[src/rtl/dbg_pkg.sv]
`default_nettype none
// ============================================================================
// Module      : dbg_pkg
// Description : Shared types for the commit-stream debug controller:
//               FSM states, halt causes and the buffered commit record.
// Revision    : 1.0 - initial release
// ============================================================================
package dbg_pkg;

  typedef enum logic [1:0] {
    ST_RUN    = 2'd0,
    ST_STEP   = 2'd1,
    ST_DRAIN  = 2'd2,
    ST_HALTED = 2'd3
  } state_t;

  typedef enum logic [2:0] {
    CAUSE_NONE    = 3'd0,
    CAUSE_EBREAK  = 3'd1,
    CAUSE_INVALID = 3'd2,
    CAUSE_HOST    = 3'd3,
    CAUSE_STEP    = 3'd4
  } cause_t;

  // One retired instruction as seen by the debug sink (104 bits).
  typedef struct packed {
    logic [31:0] pc;
    logic [31:0] inst;
    logic        gpr_wen;
    logic [4:0]  gpr_waddr;
    logic [31:0] gpr_wdata;
    logic        brk;
    logic        ivd;
  } rec_t;

  localparam int REC_W = $bits(rec_t);

endpackage
`default_nettype wire

[src/rtl/dbg_fifo.sv]
`default_nettype none
// ============================================================================
// Module      : dbg_fifo
// Description : Synchronous FIFO of commit records. Head entry is read
//               straight from the storage registers; no write-to-read bypass.
// Revision    : 1.0 - initial release
// ============================================================================
module dbg_fifo
  import dbg_pkg::*;
#(
  parameter int DEPTH = 4
) (
  input  logic clk,
  input  logic reset,
  input  logic push,
  input  rec_t push_rec,
  input  logic pop,
  output rec_t head,
  output logic full,
  output logic empty
);

  localparam int AW = $clog2(DEPTH);
  localparam logic [AW:0] PTR_ONE = {{AW{1'b0}}, 1'b1};

  rec_t        mem [DEPTH];
  logic [AW:0] wr_ptr;
  logic [AW:0] rd_ptr;

  // Pointers carry one extra wrap bit so full and empty are distinguishable.
  always_ff @(posedge clk) begin
    if (reset) begin
      wr_ptr <= '0;
      rd_ptr <= '0;
      for (int i = 0; i < DEPTH; i++) mem[i] <= '0;
    end else begin
      if (push && !full) begin
        mem[wr_ptr[AW-1:0]] <= push_rec;
        wr_ptr              <= wr_ptr + PTR_ONE;
      end
      if (pop && !empty) rd_ptr <= rd_ptr + PTR_ONE;
    end
  end

  assign empty = (wr_ptr == rd_ptr);
  assign full  = (wr_ptr[AW] != rd_ptr[AW]) && (wr_ptr[AW-1:0] == rd_ptr[AW-1:0]);
  assign head  = mem[rd_ptr[AW-1:0]];

endmodule
`default_nettype wire

[src/rtl/dbg_commit_ctrl.sv]
`default_nettype none
// ============================================================================
// Module      : dbg_commit_ctrl
// Description : Buffers retired-instruction records for the debug sink and
//               runs the run/step/drain/halted control of the core.
// Revision    : 1.0 - initial release
// ============================================================================
module dbg_commit_ctrl
  import dbg_pkg::*;
#(
  parameter int DEPTH  = 4,
  parameter int STEP_W = 16
) (
  input  logic              clk,
  input  logic              reset,
  input  logic              commit_valid,
  output logic              commit_ready,
  input  logic [31:0]       commit_pc,
  input  logic [31:0]       commit_inst,
  input  logic              commit_gpr_wen,
  input  logic [4:0]        commit_gpr_waddr,
  input  logic [31:0]       commit_gpr_wdata,
  input  logic              commit_brk,
  input  logic              commit_ivd,
  output logic              dbg_valid,
  input  logic              dbg_ready,
  output logic [31:0]       dbg_pc,
  output logic [31:0]       dbg_inst,
  output logic              dbg_gpr_wen,
  output logic [4:0]        dbg_gpr_waddr,
  output logic [31:0]       dbg_gpr_wdata,
  output logic              dbg_brk,
  output logic              dbg_ivd,
  input  logic              halt_req,
  input  logic              resume,
  input  logic [STEP_W-1:0] step_count,
  output logic              core_halt,
  output logic              halted,
  output logic [2:0]        halt_cause,
  output logic [31:0]       instret
);

  localparam logic [STEP_W-1:0] STEP_ONE = {{(STEP_W-1){1'b0}}, 1'b1};

  state_t            state, state_nxt;
  cause_t            cause, cause_nxt;
  logic [STEP_W-1:0] remaining, remaining_nxt;
  logic              full, empty, accept, pop;
  rec_t              push_rec, head;

  assign commit_ready = !full && ((state == ST_RUN) ||
                                  ((state == ST_STEP) && (remaining != '0)));
  assign accept = commit_valid && commit_ready;
  assign pop    = !empty && dbg_ready;

  assign push_rec = '{pc: commit_pc, inst: commit_inst, gpr_wen: commit_gpr_wen,
                      gpr_waddr: commit_gpr_waddr, gpr_wdata: commit_gpr_wdata,
                      brk: commit_brk, ivd: commit_ivd};

  dbg_fifo #(.DEPTH(DEPTH)) u_fifo (
    .clk      (clk),
    .reset    (reset),
    .push     (accept),
    .push_rec (push_rec),
    .pop      (pop),
    .head     (head),
    .full     (full),
    .empty    (empty)
  );

  // Control state register.
  always_ff @(posedge clk) begin
    if (reset) begin
      state     <= ST_RUN;
      cause     <= CAUSE_NONE;
      remaining <= '0;
    end else begin
      state     <= state_nxt;
      cause     <= cause_nxt;
      remaining <= remaining_nxt;
    end
  end

  // Next state: a halting instruction outranks step exhaustion, which outranks a host request.
  always_comb begin
    state_nxt     = state;
    cause_nxt     = cause;
    remaining_nxt = remaining;
    case (state)
      ST_RUN, ST_STEP: begin
        if (accept && (state == ST_STEP)) remaining_nxt = remaining - STEP_ONE;
        if (accept && commit_ivd) begin
          state_nxt = ST_DRAIN;
          cause_nxt = CAUSE_INVALID;
        end else if (accept && commit_brk) begin
          state_nxt = ST_DRAIN;
          cause_nxt = CAUSE_EBREAK;
        end else if (accept && (state == ST_STEP) && (remaining == STEP_ONE)) begin
          state_nxt = ST_DRAIN;
          cause_nxt = CAUSE_STEP;
        end else if (halt_req) begin
          state_nxt = ST_DRAIN;
          cause_nxt = CAUSE_HOST;
        end
      end
      ST_DRAIN: begin
        if (empty) state_nxt = ST_HALTED;
      end
      ST_HALTED: begin
        if (resume) begin
          cause_nxt = CAUSE_NONE;
          if (step_count == '0) begin
            state_nxt = ST_RUN;
          end else begin
            state_nxt     = ST_STEP;
            remaining_nxt = step_count;
          end
        end
      end
      default: state_nxt = ST_RUN;
    endcase
  end

  // Retired-instruction counter, wraps naturally.
  always_ff @(posedge clk) begin
    if (reset)       instret <= '0;
    else if (accept) instret <= instret + 32'd1;
  end

  assign dbg_valid     = !empty;
  assign dbg_pc        = head.pc;
  assign dbg_inst      = head.inst;
  assign dbg_gpr_wen   = head.gpr_wen;
  assign dbg_gpr_waddr = head.gpr_waddr;
  assign dbg_gpr_wdata = head.gpr_wdata;
  assign dbg_brk       = head.brk;
  assign dbg_ivd       = head.ivd;

  assign core_halt  = (state == ST_DRAIN) || (state == ST_HALTED);
  assign halted     = (state == ST_HALTED);
  assign halt_cause = cause;

endmodule
`default_nettype wire
[config.mk]
export PLATFORM = sky130hd
export DESIGN_NAME = dbg_commit_ctrl
export DESIGN_NICKNAME = d
export VERILOG_FILES = /design/src/rtl/dbg_pkg.sv /design/src/rtl/dbg_fifo.sv /design/src/rtl/dbg_commit_ctrl.sv
export SDC_FILE = /design/constraint.sdc
export NUM_CORES = 1
export LEC_CHECK = 0
export ABC_CLOCK_PERIOD_IN_PS = 16800
export BUFFER_PORTS_ARGS = -buffer_cell sky130_fd_sc_hd__buf_2
export CAP_MARGIN = 0
export CORE_MARGIN = 2
export CORE_UTILIZATION = 35
export CTS_CLUSTER_SIZE = 14
export DETAILED_ROUTE_END_ITERATION = 8
export HOLD_SLACK_MARGIN = 0.02
export PLACE_DENSITY = 0.53
export SYNTH_ARGS = -nofsm -noshare
export SYNTH_HDL_FRONTEND = slang
export SYNTH_SLANG_ARGS = --single-unit
[constraint.sdc]
create_clock -name clk -period 16.8 [get_ports clk]
set_input_delay 0 -clock clk [delete_from_list [all_inputs] [get_ports clk]]
set_output_delay 0 -clock clk [all_outputs]
set_load 0.01 [all_outputs]
After elaboration in Yosys (flattened, before gate mapping)
Memory sizes are Yosys's and may differ from the RTL's. A register that Yosys moved wholly into a read port is not among the register bits. Index checks and enable logic that the tools add are counted.

Reduce and logical (&&, ||, !) cells: 24. Multiplexer cells: 28. Equal/unequal tests: 12. $add $sub $neg: 4.

Operators by type and width (count): two-way mux 104 bit (1); OR reduction 104 bit (1); two-way mux 16 bit (3); adder 32 x 1 -> 32 bit, second input constant (1); case mux 16 bit (2 select lines) (1); two-way mux 2 bit (9); equality test 16 x 1 -> 1 bit, second input constant (1); zero test 16 bit (1); nonzero test 16 bit (1); subtractor 16 x 1 -> 16 bit, second input constant (1); two-way mux 3 bit (5); logical AND 1 bit (11); two-way mux 1 bit (7); adder 3 x 1 -> 3 bit, second input constant (2); != test 2 bit, second input constant (3); case mux 2 bit (3 select lines) (1); case mux 3 bit (2 select lines) (1); AND reduction 3 bit (2); != test 5 bit, second input constant (1); equality test 2 bit, second input constant (2); AND reduction 4 bit (1); equality test 3 bit (1); equality test 2 x 1 -> 1 bit, second input constant (1); equality test 2 bit (1); 7 further kinds (9).

Flip-flop bits (word level): 59. Output and inout bits: 143. Memory bits (writable): 416. Input bits: 126. Word-level logic and storage cells: 75. Memories kept: 1.

Memory list: u_fifo.mem (words 4, width 104, read ports 1, clocked after memory_dff 1, wr ports 4, RTL line dbg_fifo.sv:26) `rec_t mem [DEPTH];`.

Depth between registers and ports, before layout
Depth after elaboration: 11. Mapped depth: 13. Mapped depth without buffers: 8.

Modules after synthesis
From an unflattened synthesis, not the netlist that was laid out.

Cell total of the unflattened synthesis: 1578. Area, all modules: 20997.6 um^2.

Modules (own cells, without submodules): dbg_fifo (seq. area each 12652.1 um^2, instances 1, cells each 1196, area each 17830.9 um^2); dbg_commit_ctrl (seq. area each 1061.0 um^2, instances 1, cells each 382, area each 3166.8 um^2).

Least setup slack after synthesis
Ideal clock, no wire load.

Kind: register to register. From: reg remaining[0]. To: mem u_fifo.mem[3][0] (netlist name) (enable). Cell stages (with the launch flop): 7. Library setup time: 0.710 ns. Data arrival time: 8.462 ns. Path slack: 7.628 ns. Required time: 16.090 ns. Buffers on the path: 0. Clock period less this slack: 9.172 ns. Path through: dfxtp_1 > inv_1 > ha_1 > nor3b_1 > nand3_1 > o21ai_1 > o21ai_0.

RTL lines: start: declaration (RTL line dbg_commit_ctrl.sv:47) `logic [STEP_W-1:0] remaining, remaining_nxt;`; start signal: assignment (RTL line dbg_commit_ctrl.sv:80) `remaining <= remaining_nxt;`; end: declaration (RTL line dbg_fifo.sv:26).

==> impl_metrics.csv <==
group,metric,value,unit
power,peakVddDrop,0.00008650,V
logic_synthesis,ys_seq_area_share,64.58,%
logic_synthesis,synth_edf_count,416,
logic_synthesis,syn_inst,1421,
routing,avgRoutedWirePerCell,20.60,µm
setup_path,critPathCapture,"u_fifo.mem[2][57]$_SDFFCE_PN0P_",
logic_synthesis,syn-cell-area,21240,µm²
floorplan,pin_count,269,
setup_path,path_max_fanout,74,
logic_synthesis,ys_types,57,
global_routing,grt_util_met2,28.72,%
floorplan,start_util,35.31,%
global_routing,grt-ovfl-total,0,
setup_path,cp_data_required_time,17020,ps
setup_path,r2r-end,"u_fifo.mem[2][57]$_SDFFCE_PN0P_",
timing,period_share,31.54,%
run_status,status,"finished clean",
timing,setup_violations,0,
logic_synthesis,syn_nets,1552,
global_routing,grt_max_degree,82,
clocking,clkTransAtPathRegs,60,ps
routing,drc,0,
global_routing,top_usage_layer,"met2",
timing,finalMaxSlewViolations,0,
clocking,cts_buffer_depth,3,
layout,nets,1922,
floorplan,die_x,250.3,µm
clocking,cts_num_sinks,477,
routing,finalWirelength,53.97,mm
logic_synthesis,synth.most_common_cell,"edfxtp_1",
timing,worst_pin_slew,1162,ps
layout,fillers,5529,
run,maxCapViolCount,0,
power,pwr-share-seq,45.1,%
logic_synthesis,ys_warn_count,0,
setup_path,critPathKind,"register to register",
power,p_comb_share,19.6,%
routing,via_count,12760,
setup_path,critPathLaunch,"remaining[0]$_SDFFE_PP0P_",
clocking,cts_buffers,54,
floorplan,core_area,60130,µm²
setup_path,r2r_setup_slack,11500,ps
power,p_int,2.315,mW
routing,first_iter_violations,766,
clocking,tritoncts,"done",
logic_synthesis,synth_flop_cell,"edfxtp_1",
place,dp_hpwl,31.04,mm
logic_synthesis,netlist_top_cells_count,"edfxtp_1 (416), and2_1 (368), mux4_2 (104), dfxtp_1 (61), nor2_1 (55)",
global_routing,grt_pass1_vias,13510,
routing,drt-pass1-iter-count,7,
logic_synthesis,ys_ff_latch,477,
logic_synthesis,ys_async_sr_fraction,0,%
logic_synthesis,synth_area_leader_cell,"edfxtp_1",
logic_synthesis,yosysTopAreaCellShare,58.83,%
clocking,clock_latency,600,ps
clocking,cts_root_buf,"clkbuf_16",
power,swShare,27.14,%
layout,drive_gt1_share,28.72,%
setup_path,r2r-start,"remaining[0]$_SDFFE_PP0P_",
floorplan,die_h,250.3,µm
clocking,cts_resized,0,
clocking,post_cts_buffers,0,
setup_path,arrival,5520,ps
floorplan,rows,90,
timing,fin_crit,5298,ps
clocking,h-tree-depth,2,
floorplan,fp.dieArea,62660,µm²
global_routing,grt_use_total,17.17,%
power,p_leak,9.902,nW
setup_path,worst_setup_path_end_kind,"register",
setup_path,r2r_cells,10,
hold_path,hp-class,"input port to register",
timing,setup_tns,0,ps
global_routing,antenna_found_initial,9,
power,power.total,3.177,mW
global_routing,grt_util_met1,22.81,%
global_routing,use_met3,3.793,%
place,port_buffers,268,
global_routing,grt_pass1_wl,82.17,mm
timing,max_freq,0.1888,GHz
timing,skew,18.13,ps
power,netSwitchingPower,0.8624,mW
place,place_congestion,0.7741,
routing,viasPerCell,4.869,
logic_synthesis,synth.area.top_cells,"edfxtp_1 (59%), mux4_2 (11%), and2_1 (11%)",
layout,syn_to_final_growth,23.03,%
power,p_clk_share,35.2,%
routing,drt.antenna.violating_nets,0,
timing,hold_viol,0,
timing,rsz0062_at_grt,"no",
setup_path,startpoint_type,"register",
power,power.density,121.6,nW/µm²
timing,slew-limit-headroom,22.55,%
logic_synthesis,syn_area_per_cell,14.94,µm²
stage by stage:
stage                     area [µm²]  utilization (%)  worst slack (ps)  hold slack (ps)  std cells
after CTS                      26120            43.44             11310            138.3       2617
after global placement         23220            38.62             11380            263.4       2393
final                          26130            43.45             11500            174.8       2620
after floorplan                21240                -              7628            96.91       1421
after detailed placement       23220            38.62             11330            264.0       2393
after global routing           26120            43.44             11070            219.5       2617
power groups by stage:
stage          Combinational [mW]  Sequential, mW  Clock [mW]
3_3_place_gp                0.612            1.46           0
4_1_cts                     0.640            1.44        1.15
2_1_floorplan               0.414            1.43           0
5_1_grt                     0.678            1.45        1.19
3_5_place_dp                0.614            1.46           0
6_report                    0.623            1.43        1.12
layout by cell type, fill, tap and decap left out, types with 50 or more instances in the layout:
cell,count
and2_1,368
and2_4,50
buf_2,268
clkbuf_16,54
dfxtp_1,59
dlygate4sd3_1,124
edfxtp_1,416
mux4_2,104
nand2_1,54
nor2_1,55
what timing repair did:
| action | 4_1_cts | 5_1_grt |
|---|---|---|
| hold buffers | 124 | 0 |
| endpoints found under the setup margin | 0 | 0 |
| hold endpoints to repair | 452 | 0 |
worst max-delay path, cell delays in order (launching register included):
cell,delay [ps]
dfxtp_1,410
inv_1,80
ha_1,240
nor3b_1,170
and3_1,260
a21oi_2,190
and3_4,480
buf_4,800
and3b_4,580
or2_4,790
buf_4,790
layout make-up:
class                   instances  area (µm²)  area share (%)
multi-input cells             839        7020           26.87
flip-flops and latches        477       13720           52.52
well taps                     782       978.4           3.745
repair buffers                408        2703           10.34
clock inverters                16       147.6          0.5651
clock buffers                  84        1508           5.771
diodes                          3       7.507         0.02873
inverters                      11       41.29          0.1580
flip-flops by register name, summed over array words and instances (netlist names), named ones only:
register	cells
halt_cause	3
u_fifo.rd_ptr	3
state	2
remaining	16
instret	32
u_fifo.mem	416
u_fifo.wr_ptr	3
worst min path at each step:
stage,start,endpoint,cells past startpoint
after floorplan,resume,state[1]$_SDFFE_PP0P_,1
after global placement,resume,state[1]$_SDFFE_PP0P_,2
after detailed placement,resume,state[1]$_SDFFE_PP0P_,2
after CTS,halt_req,halt_cause[1]$_SDFFE_PP0P_,5
after global routing,commit_valid,u_fifo.mem[3][77]$_DFFE_PP_,3
final,halt_req,halt_cause[1]$_SDFFE_PP0P_,5
logic make-up (layout without fill, tap and decap cells):
| logic type | count (synthesis) | in the layout | share of synthesized area [%] |
|---|---|---|---|
| other | 0 | 3 | 0 |
| AOI/OAI and AO/OA | 80 | 80 | 2.439 |
| buffers and inverters | 105 | 519 | 2.486 |
| DFF | 477 | 477 | 64.58 |
| and+or+nand+nor | 612 | 612 | 17.58 |
| adders and majority gates | 5 | 5 | 0.2946 |
| xor gates and xnor gates | 34 | 34 | 1.402 |
| muxes | 108 | 108 | 11.22 |
per-layer routing:
metal  wire length [µm]  up-vias
met1              23710     6362
met3               3403       88
met2              25780      342
li1                   -     5956
met5                 69        -
met4               1000       10
Power figures use the tool's default switching activity.
